$ cat config.mk
export PLATFORM = sky130hd
export DESIGN_NAME = arrow_track_sequencer_flat
export DESIGN_NICKNAME = d
export VERILOG_FILES = /design/src/rtl/arrow_track_sequencer_if.sv /design/src/rtl/arrow_track_sequencer.sv /design/src/flat_wrapper.sv
export SDC_FILE = /design/constraint.sdc
export NUM_CORES = 1
export LEC_CHECK = 0
export ABC_AREA = 1
export BUFFER_PORTS_ARGS = -buffer_cell sky130_fd_sc_hd__buf_2
export CORE_MARGIN = 4
export CORE_UTILIZATION = 40
export DETAILED_ROUTE_END_ITERATION = 8
export GPL_ROUTABILITY_DRIVEN = 0
export PLACE_DENSITY_LB_ADDON = 0.3
export SETUP_SLACK_MARGIN = 0.05
export SYNTH_ARGS = -nofsm -noshare
export SYNTH_HDL_FRONTEND = slang
export SYNTH_SLANG_ARGS = --single-unit
$ cat constraint.sdc
create_clock -name i_clock -period 1.4 [get_ports i_clock]
set_input_delay 0.14 -clock i_clock [delete_from_list [all_inputs] [get_ports i_clock]]
set_output_delay 0.14 -clock i_clock [all_outputs]
set_load 0.05 [all_outputs]
$ cat src/rtl/arrow_track_sequencer_if.sv
// Song-memory fetch bus between the arrow track sequencer (master) and the song ROM/RAM (slave).
// Handshake: master raises song_req with song_addr stable; slave pulses song_ack for one cycle with
// song_data valid in that cycle; master drops song_req on the edge that samples song_ack.
interface arrow_track_sequencer_if #(
  parameter int SONG_ADDR_W = 10,
  parameter int LANE_W      = 3
);
  logic                   song_req;
  logic [SONG_ADDR_W-1:0] song_addr;
  logic                   song_ack;
  logic [LANE_W-1:0]      song_data;

  modport master (output song_req, song_addr, input song_ack, song_data);
  modport slave  (input song_req, song_addr, output song_ack, song_data);
endinterface

$ cat src/rtl/arrow_track_sequencer.sv
// Scrolls a track of lane codes for the VGA arrow renderer: one note fetched per scroll step,
// shifted in every FRAMES_PER_STEP frames, then drained with empty codes until song_done.
module arrow_track_sequencer #(
  parameter int NUM_STATES      = 26,
  parameter int LANE_W          = 3,
  parameter int FRAMES_PER_STEP = 8,
  parameter int SONG_ADDR_W     = 10,
  parameter int SONG_LEN        = 1000,
  localparam int FC_W           = $clog2(FRAMES_PER_STEP)
) (
  input  logic                         i_clock,
  input  logic                         i_reset,
  input  logic                         i_start,
  input  logic                         i_pause,
  input  logic                         i_frame_tick,
  arrow_track_sequencer_if.master      song,
  output logic [NUM_STATES*LANE_W-1:0] o_arrow_array,
  output logic                         o_step_pulse,
  output logic                         o_song_done,
  output logic                         o_overrun,
  output logic [2:0]                   o_state,
  output logic [FC_W-1:0]              o_frame_cnt
);
  localparam logic [2:0] S_IDLE  = 3'd0;
  localparam logic [2:0] S_WAIT  = 3'd1;
  localparam logic [2:0] S_FETCH = 3'd2;
  localparam logic [2:0] S_SHIFT = 3'd3;
  localparam logic [2:0] S_DONE  = 3'd4;

  // One extra address bit so SONG_LEN == 2**SONG_ADDR_W can still be compared against.
  localparam int AW = SONG_ADDR_W + 1;
  localparam logic [AW-1:0] LEN_A = AW'(SONG_LEN);
  localparam int DW = $clog2(NUM_STATES + 1);
  localparam logic [DW-1:0] DRAIN_LAST = DW'(NUM_STATES - 1);
  localparam logic [FC_W-1:0] FC_LAST = FC_W'(FRAMES_PER_STEP - 1);

  logic [2:0]                   r_state;
  logic [NUM_STATES*LANE_W-1:0] r_arr;
  logic [AW-1:0]                r_addr;
  logic [LANE_W-1:0]            r_note;
  logic [FC_W-1:0]              r_frame_cnt;
  logic                         r_step_pending;
  logic [DW-1:0]                r_drain_cnt;
  logic                         r_overrun;

  logic              w_counting;
  logic              w_tick;
  logic              w_wrap;
  logic              w_consume;
  logic              w_has_note;
  logic [LANE_W-1:0] w_note_in;

  assign w_counting = (r_state == S_WAIT) || (r_state == S_FETCH) || (r_state == S_SHIFT);
  assign w_tick     = w_counting && i_frame_tick && !i_pause;
  assign w_wrap     = w_tick && (r_frame_cnt == FC_LAST);
  assign w_consume  = (r_state == S_WAIT) && r_step_pending && !i_pause;
  assign w_has_note = (r_addr < LEN_A);
  // Codes 101 and 111 are not valid lanes; they render as empty.
  assign w_note_in  = ((song.song_data == LANE_W'(5)) || (song.song_data == LANE_W'(7)))
                      ? '0 : song.song_data;

  always_ff @(posedge i_clock) begin
    if (i_reset) begin
      r_state        <= S_IDLE;
      r_arr          <= '0;
      r_addr         <= '0;
      r_note         <= '0;
      r_frame_cnt    <= '0;
      r_step_pending <= 1'b0;
      r_drain_cnt    <= '0;
      r_overrun      <= 1'b0;
    end else begin
      if (w_tick) r_frame_cnt <= w_wrap ? '0 : r_frame_cnt + 1'b1;

      // A step that is consumed in the same cycle a new one falls due is not an overrun.
      if (w_wrap) begin
        r_step_pending <= 1'b1;
        if (r_step_pending && !w_consume) r_overrun <= 1'b1;
      end else if (w_consume) begin
        r_step_pending <= 1'b0;
      end

      case (r_state)
        S_IDLE, S_DONE: begin
          if (i_start) begin
            r_arr          <= '0;
            r_addr         <= '0;
            r_frame_cnt    <= '0;
            r_drain_cnt    <= '0;
            r_overrun      <= 1'b0;
            r_step_pending <= 1'b0;
            r_state        <= S_WAIT;
          end
        end
        S_WAIT: begin
          if (w_consume) begin
            if (w_has_note) begin
              r_state <= S_FETCH;
            end else begin
              r_note  <= '0;
              r_state <= S_SHIFT;
            end
          end
        end
        S_FETCH: begin
          if (song.song_ack) begin
            r_note  <= w_note_in;
            r_state <= S_SHIFT;
          end
        end
        S_SHIFT: begin
          r_arr <= {r_arr[(NUM_STATES-1)*LANE_W-1:0], r_note};
          if (w_has_note) begin
            r_addr  <= r_addr + 1'b1;
            r_state <= S_WAIT;
          end else begin
            r_drain_cnt <= r_drain_cnt + 1'b1;
            r_state     <= (r_drain_cnt == DRAIN_LAST) ? S_DONE : S_WAIT;
          end
        end
        default: r_state <= S_IDLE;
      endcase
    end
  end

  assign song.song_req  = (r_state == S_FETCH);
  assign song.song_addr = r_addr[SONG_ADDR_W-1:0];
  assign o_arrow_array  = r_arr;
  assign o_step_pulse   = (r_state == S_SHIFT);
  assign o_song_done    = (r_state == S_DONE);
  assign o_overrun      = r_overrun;
  assign o_state        = r_state;
  assign o_frame_cnt    = r_frame_cnt;
endmodule
$ cat src/flat_wrapper.sv
// flat-port wrapper written by rule: the top's interface ports become plain ports
module arrow_track_sequencer_flat 
#(
  parameter int NUM_STATES      = 26,
  parameter int LANE_W          = 3,
  parameter int FRAMES_PER_STEP = 8,
  parameter int SONG_ADDR_W     = 10,
  parameter int SONG_LEN        = 1000,
  localparam int FC_W           = $clog2(FRAMES_PER_STEP)
)
  (i_clock, i_reset, i_start, i_pause, i_frame_tick, o_arrow_array, o_step_pulse, o_song_done, o_overrun, o_state, o_frame_cnt, song_song_req, song_song_addr, song_song_ack, song_song_data);
  arrow_track_sequencer_if #(.SONG_ADDR_W(SONG_ADDR_W), .LANE_W(LANE_W)) song_i ();
  input  logic i_clock;
  input  logic i_reset;
  input  logic i_start;
  input  logic i_pause;
  input  logic i_frame_tick;
  output logic [NUM_STATES*LANE_W-1:0] o_arrow_array;
  output logic o_step_pulse;
  output logic o_song_done;
  output logic o_overrun;
  output logic [2:0] o_state;
  output logic [FC_W-1:0] o_frame_cnt;
  output wire logic [$bits(song_i.song_req)-1:0] song_song_req;
  output wire logic [$bits(song_i.song_addr)-1:0] song_song_addr;
  input wire logic [$bits(song_i.song_ack)-1:0] song_song_ack;
  input wire logic [$bits(song_i.song_data)-1:0] song_song_data;
  assign song_song_req = song_i.song_req;
  assign song_song_addr = song_i.song_addr;
  assign song_i.song_ack = song_song_ack;
  assign song_i.song_data = song_song_data;
  arrow_track_sequencer #(.NUM_STATES(NUM_STATES), .LANE_W(LANE_W), .FRAMES_PER_STEP(FRAMES_PER_STEP), .SONG_ADDR_W(SONG_ADDR_W), .SONG_LEN(SONG_LEN)) u_core (.i_clock(i_clock), .i_reset(i_reset), .i_start(i_start), .i_pause(i_pause), .i_frame_tick(i_frame_tick), .song(song_i), .o_arrow_array(o_arrow_array), .o_step_pulse(o_step_pulse), .o_song_done(o_song_done), .o_overrun(o_overrun), .o_state(o_state), .o_frame_cnt(o_frame_cnt));
endmodule
* Yosys cells after proc, flatten, opt, wreduce, memory -nomap -nowiden
Cells that the tools add are included.
** Cells by class
- Equal/unequal tests :: 14
- Reduce and logical (&&, ||, !) cells :: 20
- Magnitude comparators :: 1
- Add/subtract/negate cells :: 3
- Mux-type cells :: 32
** Operators by type and width (number)
- case mux 78 bit (2 select lines) :: 1
- 2-to-1 mux 78 bit :: 1
- 2-to-1 mux 3 bit :: 13
- 2-to-1 mux 11 bit :: 2
- case mux 11 bit (2 select lines) :: 1
- equality test 3 bit, second input constant :: 4
- case mux 3 bit (4 select lines) :: 1
- adder 11 x 1 -> 11 bit, second input constant :: 1
- < comparator 11 x 10 -> 1 bit, second input constant :: 1
- 2-to-1 mux 5 bit :: 2
- case mux 5 bit (2 select lines) :: 1
- 2-to-1 mux 1 bit :: 9
- AND reduction 3 bit :: 3
- equality test 3 x 2 -> 1 bit, second input constant :: 2
- logical AND 1 bit :: 6
- inequality test 2 x 1 -> 1 bit, second input constant :: 3
- inequality test 2 bit, second input constant :: 3
- case mux 3 bit (2 select lines) :: 1
- adder 5 x 1 -> 5 bit, second input constant :: 1
- equality test 5 bit, second input constant :: 1
- AND reduction 4 bit :: 1
- nonzero test 2 bit :: 2
- adder 3 x 1 -> 3 bit, second input constant :: 1
- equality test 3 x 1 -> 1 bit, second input constant :: 1
- other kinds (5) :: 8
** Storage, ports and cells
- Output and inout bits :: 98
- Logic and storage cells :: 78
- Bits in registers :: 105
- Input bits :: 9

* Longest topological paths before layout
Gate-level depths: netlist (run 1).
- Depth in word-level cells :: 10
- Depth in mapped cells :: 9
- Gate-level depth less buffers :: 9

* Worst setup path after synthesis (run 1)
OpenSTA, ideal clock, no wires.
- Path kind :: reg2reg
- Start :: register u_core.r_state[0] (netlist: u_core.o_state[0])
- End :: register u_core.r_arr[10] (netlist: u_core.o_arrow_array[10])
- Cell stages (with the launch flop) :: 6
- Buffers on the path :: 1
- Clock period less this slack :: 1.974 ns
- Path slack :: -0.574 ns
- Data arrival time :: 1.904 ns
- Data required time :: 1.330 ns
- Library setup time :: 0.070 ns
- Cells stage by stage :: dfxtp_1 inv_2 nor3_4 clkbuf_1 nand2_1 a21oi_1
** On the way
- Elaborated cells on any way between the ends :: 8
- Those cells by class :: 3 x eq/ne; 1 x mux; 4 x reduce/logical
** RTL lines
- start, declared :: line arrow_track_sequencer.sv:37 : logic [2:0] r_state;
- start signal, assigned :: line arrow_track_sequencer.sv:118 : r_state <= (r_drain_cnt == DRAIN_LAST) ? S_DONE : S_WAIT;
- equality test 3 x 2 -> 1 bit (*)
- via o_step_pulse :: line flat_wrapper.sv:19 : output logic o_step_pulse;
- nonzero test 2 bit (no line)
- AND reduction 2 bit (no line)
- end signal, assigned :: line arrow_track_sequencer.sv:112 : r_arr <= {r_arr[(NUM_STATES-1)*LANE_W-1:0], r_note};
- end, declared :: line arrow_track_sequencer.sv:38 : logic [NUM_STATES*LANE_W-1:0] r_arr;
Mark *: on every way through the listed nets, which the timed path passes. The rest lies on a longest branch.
A chain may end at the register's enable or synchronous reset.

* Worst setup path after layout (run 1)
- Start :: register u_core.r_state[0] (netlist: u_core.o_state[0])
- End :: output o_song_done
** On the way
- Longest elaborated chain between the ends :: 1
** Ends and longest elaborated chain
- equality test 3 bit :: line arrow_track_sequencer.sv:130 : assign o_song_done = (r_state == S_DONE);
- end, declared :: line flat_wrapper.sv:20 : output logic o_song_done;
Every way passes these cells.

==> qor.csv, run 1 <==
stage,metric,value,unit
outcome,status,"finished, violations left",
outcome,violated checks,setup timing,
cts,Worst-Skew Late Latency,0.37,ns
critical_path,Required @ worst endpoint,1.26,ns
detailed_routing,DRT antenna net count,0,
yosys,Ys Warns,0,
placement,PortBufs,106,
timing,Relative slew margins,0.7229,
timing,Final Cycle Share,1.050,
detailed_routing,Detailed Route Iter0 Violations,342,
critical_path,Crit. End Element,primary output,
pwr,VDD IR max,844.1,uV
yosys,synthesized area,4228,sq um
cts,CTS buffer count,9,
global_route,vias in the first global route,3798,
hold_path,worst hold-check path type,input pin to register,
yosys,syn avg cell area,7.550,sq um
timing,Slew @ Worst Pin,0.4156,ns
yosys,Yosys reg bits,105,
run,maxcap violations,0,
floorplanning,die height,110.8,um
placement,Post-Place Cells,783,
global_route,first-pass GRT wire length,18.02,mm
timing,endpoints failing hold,0,
floorplanning,Initial Util,0.4095,
cts,Root Driver,clkbuf_8,
cts,CTS Buffer Depth,2,
pwr,pwr dens,1362,nW/um^2
cts,CTS tree,done,
yosys,Synth cell types,23,
final_layout,final-stage net count,685,
critical_path,"Data arrival, critical path",1.33,ns
yosys,Syn Nets,574,
detailed_routing,router iterations before antenna repair,5,
global_route,Global Route Usage Sum,0.1739,
floorplanning,Die W,110.8,um
floorplanning,Top Ports,107,
final_layout,diode count,0,
timing,Final Worst Setup Slack,-0.07059,ns
yosys,cells after synthesis,560,
detailed_routing,via/cell ratio,5.137,
final_layout,layout cells sized above 1,0.2988,
timing,Final Critical Period,1.471,ns
timing,unrepaired setup endpoints after global routing,true,
timing,final setup fails,5,
final_layout,Util after Layout,0.5348,
final_layout,Post-Layout Cell Count,812,
floorplanning,row cnt,37,
final_layout,FF+latch area,2120,sq um
cts,Clock transition at path regs,0.09,ns
pwr,leak pwr,2.278,nW
detailed_routing,via count,4171,
critical_path,Worst Path Max Fanout,4,
critical_path,CP Class,register to primary output,
detailed_routing,routed length per instance,14.08,um
placement,hpwl dp,7.257,mm
cts,hold_buf cts,0,
global_route,initial antenna violation count,0,
final_layout,multi-input gate area in the final layout,1914,sq um
floorplanning,die area,12280,sq um
floorplanning,core area,10320,sq um
detailed_routing,drt drc,0,
global_route,total gr overflow,0,
cts,H-tree depth,3,
yosys,register area share after synthesis,0.4972,
critical_path,crit start category,register,
timing,setup TNS,-0.1448,ns
global_route,largest net degree at the start of global routing,87,
detailed_routing,Post-Route WL,11.43,mm
cts,CTS sink cnt,105,
final_layout,Area Overhead vs Synth,30.60,%
timing,Fmax,0.6800,GHz
final_layout,Fill cells,968,
timing,Pins Over Slew Limit,0,
timing,Worst Clk Skew,0.01436,ns
==> path summary, 6_finish.rpt <==
path                                                startpoint                                   end  slack, ns  cells past startpoint
worst min register to register   u_core.r_note[1]$_SDFFE_PP0P_  u_core.o_arrow_array[1]$_SDFFE_PP0P_       0.48                      2
worst min-delay path                             song_song_ack        u_core.o_state[1]$_SDFFE_PP0P_       0.08                      3
worst max-delay path            u_core.o_state[0]$_SDFFE_PP0P_                           o_song_done      -0.07                      5
worst max register to register  u_core.o_state[0]$_SDFFE_PP0P_    u_core.r_drain_cnt[3]$_SDFFE_PP0P_      -0.01                      9
==> state kept, by name (all words and copies together) (netlist names) <==
signal,flops
u_core.r_drain_cnt,5
u_core.r_addr,11
u_core.o_overrun,1
u_core.o_arrow_array,78
u_core.o_state,3
u_core.o_frame_cnt,3
u_core.r_note,3
u_core.r_step_pending,1
==> worst max-delay path, stage by stage, from the launching register on <==
cell     delay (ns)
dfxtp_4        0.36
buf_4          0.14
nor2_4         0.15
inv_2          0.08
nor2_2         0.09
buf_6          0.16
==> cells by family after synthesis <==
logic type / count (synthesis) / synth area share
simple gates: 255 / 0.2661
compound gates: 114 / 0.1361
flops: 105 / 0.4972
buf+inv: 80 / 0.08375
fa+ha+maj: 5 / 0.01480
xor+xnor: 1 / 0.002072
==> cells in the final DEF, fill, tap and decap left out, types with 8 or more instances in the layout <==
cell and instances:
nand2_1 109, buf_2 103, dfxtp_1 97, a21oi_1 96
nand3_1 94, inv_1 26, nor2_1 20, buf_4 19
buf_6 10, clkbuf_8 9, nor3_1 8
==> where the power goes <==
group | internal, mW | switching (mW)
sequential | 3.11 | 0.106
combinational | 0.935 | 1.68
clock | 0.664 | 1.03
total | 4.71 | 2.81
==> layout make-up <==
class	instances	area share
Timing Repair Buffer	144	0.1835
Multi-Input combinational cell	377	0.3467
Clock buffer	11	0.02379
Inverter	34	0.02470
Sequential cell	105	0.3839
Clock inverter	5	0.006571
Tap cell	136	0.03082
==> stage by stage <==
stage,total power [mW],setup WS (ns),hold slack [ns],area [sq um]
6_report,7.521,-0.07059,0.07925,5522
5_1_grt,7.926,-0.1232,0.07217,5522
4_1_cts,7.276,-0.06221,0.04713,5364
3_5_place_dp,5.267,-0.08790,0.4446,5007
3_3_place_gp,5.242,0.005317,0.4363,5007
2_1_floorplan,4.727,0.004304,0.3257,4285
==> cell usage after synthesis <==
cell,number,area share
o21ai_1,1,0.0012
inv_2,3,0.0027
nand3_1,96,0.11
ha_1,5,0.015
buf_1,6,0.0053
o211ai_1,1,0.0018
o21a_1,1,0.0018
inv_1,31,0.028
buf_4,11,0.020
nor3_1,9,0.011
nand2_1,115,0.10
nor2_2,1,0.0015
buf_2,10,0.012
or2_2,1,0.0015
nor3_4,1,0.0038
a21oi_1,101,0.12
nor2_1,26,0.023
nand3_2,1,0.0024
clkbuf_1,19,0.017
o21ai_0,10,0.012
xor2_1,1,0.0021
dfxtp_1,105,0.50
nand4_1,5,0.0074
==> repair_timing <==
item,4_1_cts,5_1_grt
gates cloned,3,2
endpoints found under the setup margin,77,103
pin swaps,5,3
gates resized for setup,34,29
setup buffers,6,2
==> per-layer routing <==
layer,share of wire,global-route usage,up-vias
met5,0,0,-
met4,0.017,0.07553,0
met3,0.073,0.05295,17
met2,0.47,0.2706,135
met1,0.44,0.2227,1935
li1,-,-,2084
(Power assumes the default switching activity.)
==> run 2: changes to the inputs <==
--- a/config.mk
+++ b/config.mk
@@ -12,6 +12,7 @@
 export DETAILED_ROUTE_END_ITERATION = 8
 export GPL_ROUTABILITY_DRIVEN = 0
 export PLACE_DENSITY_LB_ADDON = 0.3
+export REMOVE_ABC_BUFFERS = 1
 export SETUP_SLACK_MARGIN = 0.05
 export SYNTH_ARGS = -nofsm -noshare
 export SYNTH_HDL_FRONTEND = slang
==> qor.csv, run 2 (synthesis gave the netlist of run 1 again) <==
stage,metric,value,unit,change
global_route,initial antenna violation count,0,,unchanged
timing,endpoints failing hold,0,,unchanged
pwr,Pwr Total,9.242,mW,+23%
cts,CTS buffer count,9,,unchanged
final_layout,diode count,0,,unchanged
floorplanning,row cnt,37,,unchanged
placement,hpwl dp,7.290,mm,+0.46%
floorplanning,die area,12280,sq um,unchanged
pwr,VDD IR max,921.1,uV,+9.1%
placement,PortBufs,106,,unchanged
global_route,Global Route Usage Sum,0.1834,,+0.009501
hold_path,hold_sp,song_song_ack,,
global_route,total gr overflow,0,,unchanged
timing,Final Critical Period,1.500,ns,+0.02967 ns
timing,Final Worst Setup Slack,-0.1003,ns,-0.02967 ns
cts,CTS tree,done,,
cts,Clock transition at path regs,0.11,ns,+0.02 ns
pwr,pwr dens,1301,nW/um^2,-4.5%
hold_path,worst hold endpoint,u_core.o_state[1]$_SDFFE_PP0P_,,
final_layout,FF+latch area,2107,sq um,-0.59%
global_route,largest net degree at the start of global routing,87,,unchanged
floorplanning,Die W,110.8,um,unchanged
floorplanning,Initial Util,0.4095,,unchanged
critical_path,Worst Path Max Fanout,8,,+4
cts,H-tree depth,3,,unchanged
timing,Pins Over Slew Limit,0,,unchanged
final_layout,multi-input gate area in the final layout,2798,sq um,+46%
hold_path,worst hold-check path type,input pin to register,,
global_route,first-pass GRT wire length,19.06,mm,+5.7%
detailed_routing,router iterations before antenna repair,4,,-1
detailed_routing,routed length per instance,17.32,um,+23%
detailed_routing,Detailed Route Iter0 Violations,333,,-2.6%
timing,unrepaired setup endpoints after global routing,true,,
critical_path,crit start category,register,,
final_layout,max reg flops,78,,unchanged
outcome,status,"finished, violations left",,
cts,hold_buf cts,0,,unchanged
timing,Hold Slack,0.06608,ns,-0.01317 ns
outcome,violated checks,setup timing,,
final_layout,most frequent cells in the layout,"buf_2 (103), dfxtp_1 (103), nand2_1 (101)",,
detailed_routing,drt drc,0,,unchanged
timing,final setup fails,69,,+64
timing,Fmax,0.6665,GHz,-2.0%
pwr,leak pwr,2.751,nW,+21%
critical_path,reg2reg path depth,8,,-1
global_route,vias in the first global route,4015,,+5.7%
hold_path,Min-Delay Path Depth,3,,unchanged
detailed_routing,via/cell ratio,5.425,,+5.6%
detailed_routing,via count,4611,,+11%
critical_path,Crit. End Element,register,,
critical_path,"Data arrival, critical path",1.74,ns,+0.41 ns
critical_path,RR Endpoint,u_core.o_arrow_array[45]$_SDFFE_PP0P_,,
timing,Relative slew margins,0.6537,,-0.06923
timing,Slew @ Worst Pin,0.5195,ns,+0.1038 ns
critical_path,Worst R2R Setup Slack,-0.10,ns,-0.09 ns
floorplanning,core area,10320,sq um,unchanged
critical_path,CP Class,register to register,,
timing,Final Cycle Share,1.072,,+0.02120
floorplanning,die height,110.8,um,unchanged
detailed_routing,Post-Route WL,14.72,mm,+29%
cts,CTS sink cnt,105,,unchanged
cts,Root Driver,clkbuf_8,,
critical_path,origin of the critical flop-to-flop path,u_core.o_state[1]$_SDFFE_PP0P_,,
cts,Worst-Skew Late Latency,0.37,ns,about the same
timing,Worst Clk Skew,0.009087,ns,-0.005276 ns
final_layout,Fill cells,740,,-24%
floorplanning,Top Ports,107,,unchanged
detailed_routing,DRT antenna net count,0,,unchanged
final_layout,Area Overhead vs Synth,68.07,%,
critical_path,Required @ worst endpoint,1.64,ns,+0.38 ns
final_layout,final-stage net count,723,,+5.5%
final_layout,layout cells sized above 1,0.5280,,+0.2292
cts,CTS Buffer Depth,2,,unchanged
run,maxcap violations,0,,unchanged
-- run 2: cell types whose count changed in the layout (fill, tap and decap cells not counted), sizes merged --
cell,previous run,this run
buf,142,167
bufinv,0,1
clkbuf,13,22
clkinv,2,4
inv,36,37
-- run 2: cell type report --
cell class              instances  area share
well taps                     136     0.02395
repair inverters                2    0.003170
clock inverters                 7     0.01233
repair buffers                180      0.2314
inverters                      34     0.02148
clock buffers                   9     0.01743
multi-input cells             377      0.3937
flip-flops and latches        105      0.2965
-- run 2: worst max path at each step --
stage                                         from                               endpoint  slack, ns  cells past startpoint
CTS                 u_core.o_state[1]$_SDFFE_PP0P_                           o_step_pulse      -0.06                      4
floorplan           u_core.o_state[0]$_SDFFE_PP0P_     u_core.r_drain_cnt[2]$_SDFFE_PP0P_      -3.03                      8
detailed placement  u_core.o_state[1]$_SDFFE_PP0P_          u_core.r_note[2]$_SDFFE_PP0P_      -0.09                     10
finish              u_core.o_state[1]$_SDFFE_PP0P_  u_core.o_arrow_array[45]$_SDFFE_PP0P_      -0.10                      8
global placement    u_core.o_state[0]$_SDFFE_PP0P_                           o_step_pulse      -0.07                      4
global route        u_core.o_state[1]$_SDFFE_PP0P_          u_core.r_addr[4]$_SDFFE_PP0P_      -0.17                      8
-- run 2: power breakdown --
part	total [mW]	internal (mW)	switching, mW	leakage, nW
sequential	3.19	3.09	0.0983	0.848
combinational	4.04	1.58	2.46	1.80
clock	2.01	0.865	1.15	0.105
total	9.24	5.54	3.70	2.75
-- run 2: what timing repair did --
item	4_1_cts	5_1_grt
pin swaps	7	34
cloned	6	21
resized for setup	71	221
setup buffers	5	15
endpoints found under the setup margin	85	106
-- run 2: worst max-delay path, cell delays in order (launching register included) --
cell and delay (ns):
dfxtp_2 0.38, inv_2 0.05, nor3_4 0.22, buf_6 0.19, clkinv_8 0.12, buf_12 0.15, buf_16 0.14, nand3_4 0.06
a21oi_2 0.07
-- run 2: per-stage QoR --
stage / setup WS, ns / util / cells / area, sq um / setup TNS (ns)
6_report: -0.1003 / 0.6883 / 850 / 7106 / -3.035
5_1_grt: -0.1696 / 0.6883 / 850 / 7106 / -7.664
4_1_cts: -0.06475 / 0.5414 / 816 / 5589 / -1.031
3_5_place_dp: -0.09019 / 0.4833 / 789 / 4990 / -3.017
3_3_place_gp: -0.06691 / 0.4833 / 789 / 4990 / -1.797
2_1_floorplan: -3.034 / - / 514 / 4001 / -262.93
-- run 2: layer usage --
metal / track usage / vias up / part of all wire
met1: 0.2369 / 2275 / 0.41
met4: 0.06240 / 0 / 0.014
met2: 0.3074 / 143 / 0.52
li1: - / 2174 / -
met3: 0.03439 / 19 / 0.055
met5: 0 / - / 0
==> run 3: changes to the inputs <==
--- a/config.mk
+++ b/config.mk
@@ -11,6 +11,7 @@
 export CORE_UTILIZATION = 40
 export DETAILED_ROUTE_END_ITERATION = 8
 export GPL_ROUTABILITY_DRIVEN = 0
+export MAX_ROUTING_LAYER = met4
 export PLACE_DENSITY_LB_ADDON = 0.3
 export REMOVE_ABC_BUFFERS = 1
 export SETUP_SLACK_MARGIN = 0.05
==> constraint.sdc (replaced) <==
create_clock -name i_clock -period 1.4 [get_ports i_clock]
set_input_delay 0.14 -clock i_clock [delete_from_list [all_inputs] [get_ports i_clock]]
set_output_delay 0.14 -clock i_clock [all_outputs]
set_load 0.1 [all_outputs]
==> qor.csv, run 3 (synthesis gave the netlist of run 1 again) <==
stage,metric,value,unit,change
pwr,leak pwr,2.462,nW,-11%
run,maxcap violations,0,,unchanged
timing,Hold Slack,0.05735,ns,-0.008729 ns
cts,hold_buf cts,0,,unchanged
final_layout,max reg flops,78,,unchanged
floorplanning,core area,10320,sq um,unchanged
global_route,initial antenna violation count,0,,unchanged
timing,Pins Over Slew Limit,0,,unchanged
final_layout,Area Overhead vs Synth,44.66,%,
critical_path,Worst R2R Setup Slack,-0.10,ns,about the same
critical_path,slowest CP cell,dfxtp_4,,
critical_path,CP Class,register to primary output,,
final_layout,Fill cells,888,,+20%
floorplanning,Die W,110.8,um,unchanged
outcome,violated checks,setup timing,,
detailed_routing,routed length per instance,15.03,um,-13%
pwr,Pwr Total,8.662,mW,-6.3%
timing,Slew @ Worst Pin,0.5094,ns,-0.01001 ns
timing,Final Cycle Share,1.108,,+0.03612
outcome,status,"finished, violations left",,
critical_path,most frequent cell on the critical path,buf_12,,
final_layout,diode count,0,,unchanged
critical_path,Required @ worst endpoint,1.26,ns,-0.38 ns
timing,endpoints failing hold,0,,unchanged
cts,Clock transition at path regs,0.11,ns,about the same
timing,Final Critical Period,1.551,ns,+0.05057 ns
timing,Final Worst Setup Slack,-0.1508,ns,-0.05057 ns
global_route,largest net degree at the start of global routing,87,,unchanged
floorplanning,row cnt,37,,unchanged
cts,CTS Buffer Depth,2,,unchanged
global_route,Global Route Usage Sum,0.1823,,-0.001095
pwr,pwr dens,1416,nW/um^2,+8.9%
timing,Fmax,0.6448,GHz,-3.3%
global_route,vias in the first global route,3823,,-4.8%
detailed_routing,Detailed Route Iter0 Violations,325,,-2.4%
detailed_routing,via count,4346,,-5.7%
timing,Relative slew margins,0.6627,,+0.009013
critical_path,Worst Path Max Fanout,5,,-3
detailed_routing,DRT antenna net count,0,,unchanged
final_layout,most frequent cells in the layout,"nand2_1 (109), dfxtp_1 (101), a21oi_1 (93)",,
floorplanning,die area,12280,sq um,unchanged
timing,Worst Clk Skew,0.01300,ns,+0.003918 ns
cts,Root Driver,clkbuf_8,,
floorplanning,Top Ports,107,,unchanged
detailed_routing,Post-Route WL,12.58,mm,-15%
placement,hpwl dp,7.336,mm,+0.64%
timing,unrepaired setup endpoints after global routing,true,,
final_layout,final-stage net count,711,,-1.7%
final_layout,"most common cell after layout, fill and taps aside",nand2_1,,
critical_path,Crit. End Element,primary output,,
timing,final setup fails,41,,-41%
floorplanning,die height,110.8,um,unchanged
detailed_routing,router iterations before antenna repair,5,,+1
critical_path,Critical Path Max Stage Delay,0.41,ns,+0.03 ns
detailed_routing,via/cell ratio,5.192,,-4.3%
critical_path,crit-path cells,"inv_4, nor3_4, buf_6, buf_12, buf_12",,
placement,PortBufs,106,,unchanged
cts,CTS tree,done,,
cts,Worst-Skew Late Latency,0.36,ns,about the same
cts,H-tree depth,3,,unchanged
pwr,VDD IR max,784.0,uV,-15%
final_layout,layout cells sized above 1,0.3409,,-0.1871
cts,CTS buffer count,9,,unchanged
critical_path,"Data arrival, critical path",1.41,ns,-0.33 ns
global_route,total gr overflow,0,,unchanged
critical_path,crit start category,register,,
hold_path,worst hold-check path type,input pin to register,,
floorplanning,Initial Util,0.4095,,unchanged
global_route,first-pass GRT wire length,18.50,mm,-2.9%
cts,CTS sink cnt,105,,unchanged
detailed_routing,drt drc,0,,unchanged
-- run 3: final cells by class --
type	count	area, sq um	area share
clock inverter	6	45.04	0.007365
tap	136	170.2	0.02782
timing repair buffer	172	1546	0.2529
inverter	34	147.6	0.02414
sequential	105	2112	0.3453
clock buffer	9	123.9	0.02025
multi-input combinational	375	1971	0.3222
-- run 3: what timing repair did --
action,in CTS,in global routing
pin swaps,4,15
endpoints found under the setup margin,115,149
gates cloned,2,11
setup buffers,7,8
resized for setup,50,109
-- run 3: stage by stage --
stage          cells  setup TNS [ns]  cell area, sq um  setup WS [ns]    util
4_1_cts          818          -2.761              5523        -0.1453  0.5350
3_3_place_gp     794         -0.2307              5087       -0.03908  0.4928
3_5_place_dp     794          -1.369              5087        -0.1262  0.4928
6_report         837          -1.930              6116        -0.1508  0.5924
5_1_grt          837          -5.869              6116        -0.2056  0.5924
2_1_floorplan    514         -346.91              4001         -3.853       -
-- run 3: power by group --
| part | switching (mW) | internal, mW |
|---|---|---|
| sequential | 0.109 | 3.10 |
| clock | 1.06 | 0.647 |
| combinational | 2.23 | 1.52 |
-- run 3: critical path, delay by kind of cell (launching register included) --
kind          cells  cell delay, ns
simple gates      1            0.18
buf+inv           4            0.45
flops             1            0.41
-- run 3: path summary, 6_finish.rpt --
kind,startpoint,endpoint,cells past startpoint
max reg2reg,u_core.o_state[2]$_SDFFE_PP0P_,u_core.r_note[1]$_SDFFE_PP0P_,10
min,song_song_ack,u_core.o_state[1]$_SDFFE_PP0P_,3
max,u_core.o_state[1]$_SDFFE_PP0P_,o_step_pulse,5
min reg2reg,u_core.r_note[1]$_SDFFE_PP0P_,u_core.o_arrow_array[1]$_SDFFE_PP0P_,2
-- run 3: per-layer routing --
metal  up-vias  track usage  routed length [um]
li1       2140            -                   -
met1      2053       0.2357                5506
met2       139       0.2953                6226
met3        14      0.03166                 674
met4         0      0.05008                 170
met5         -            -                   0
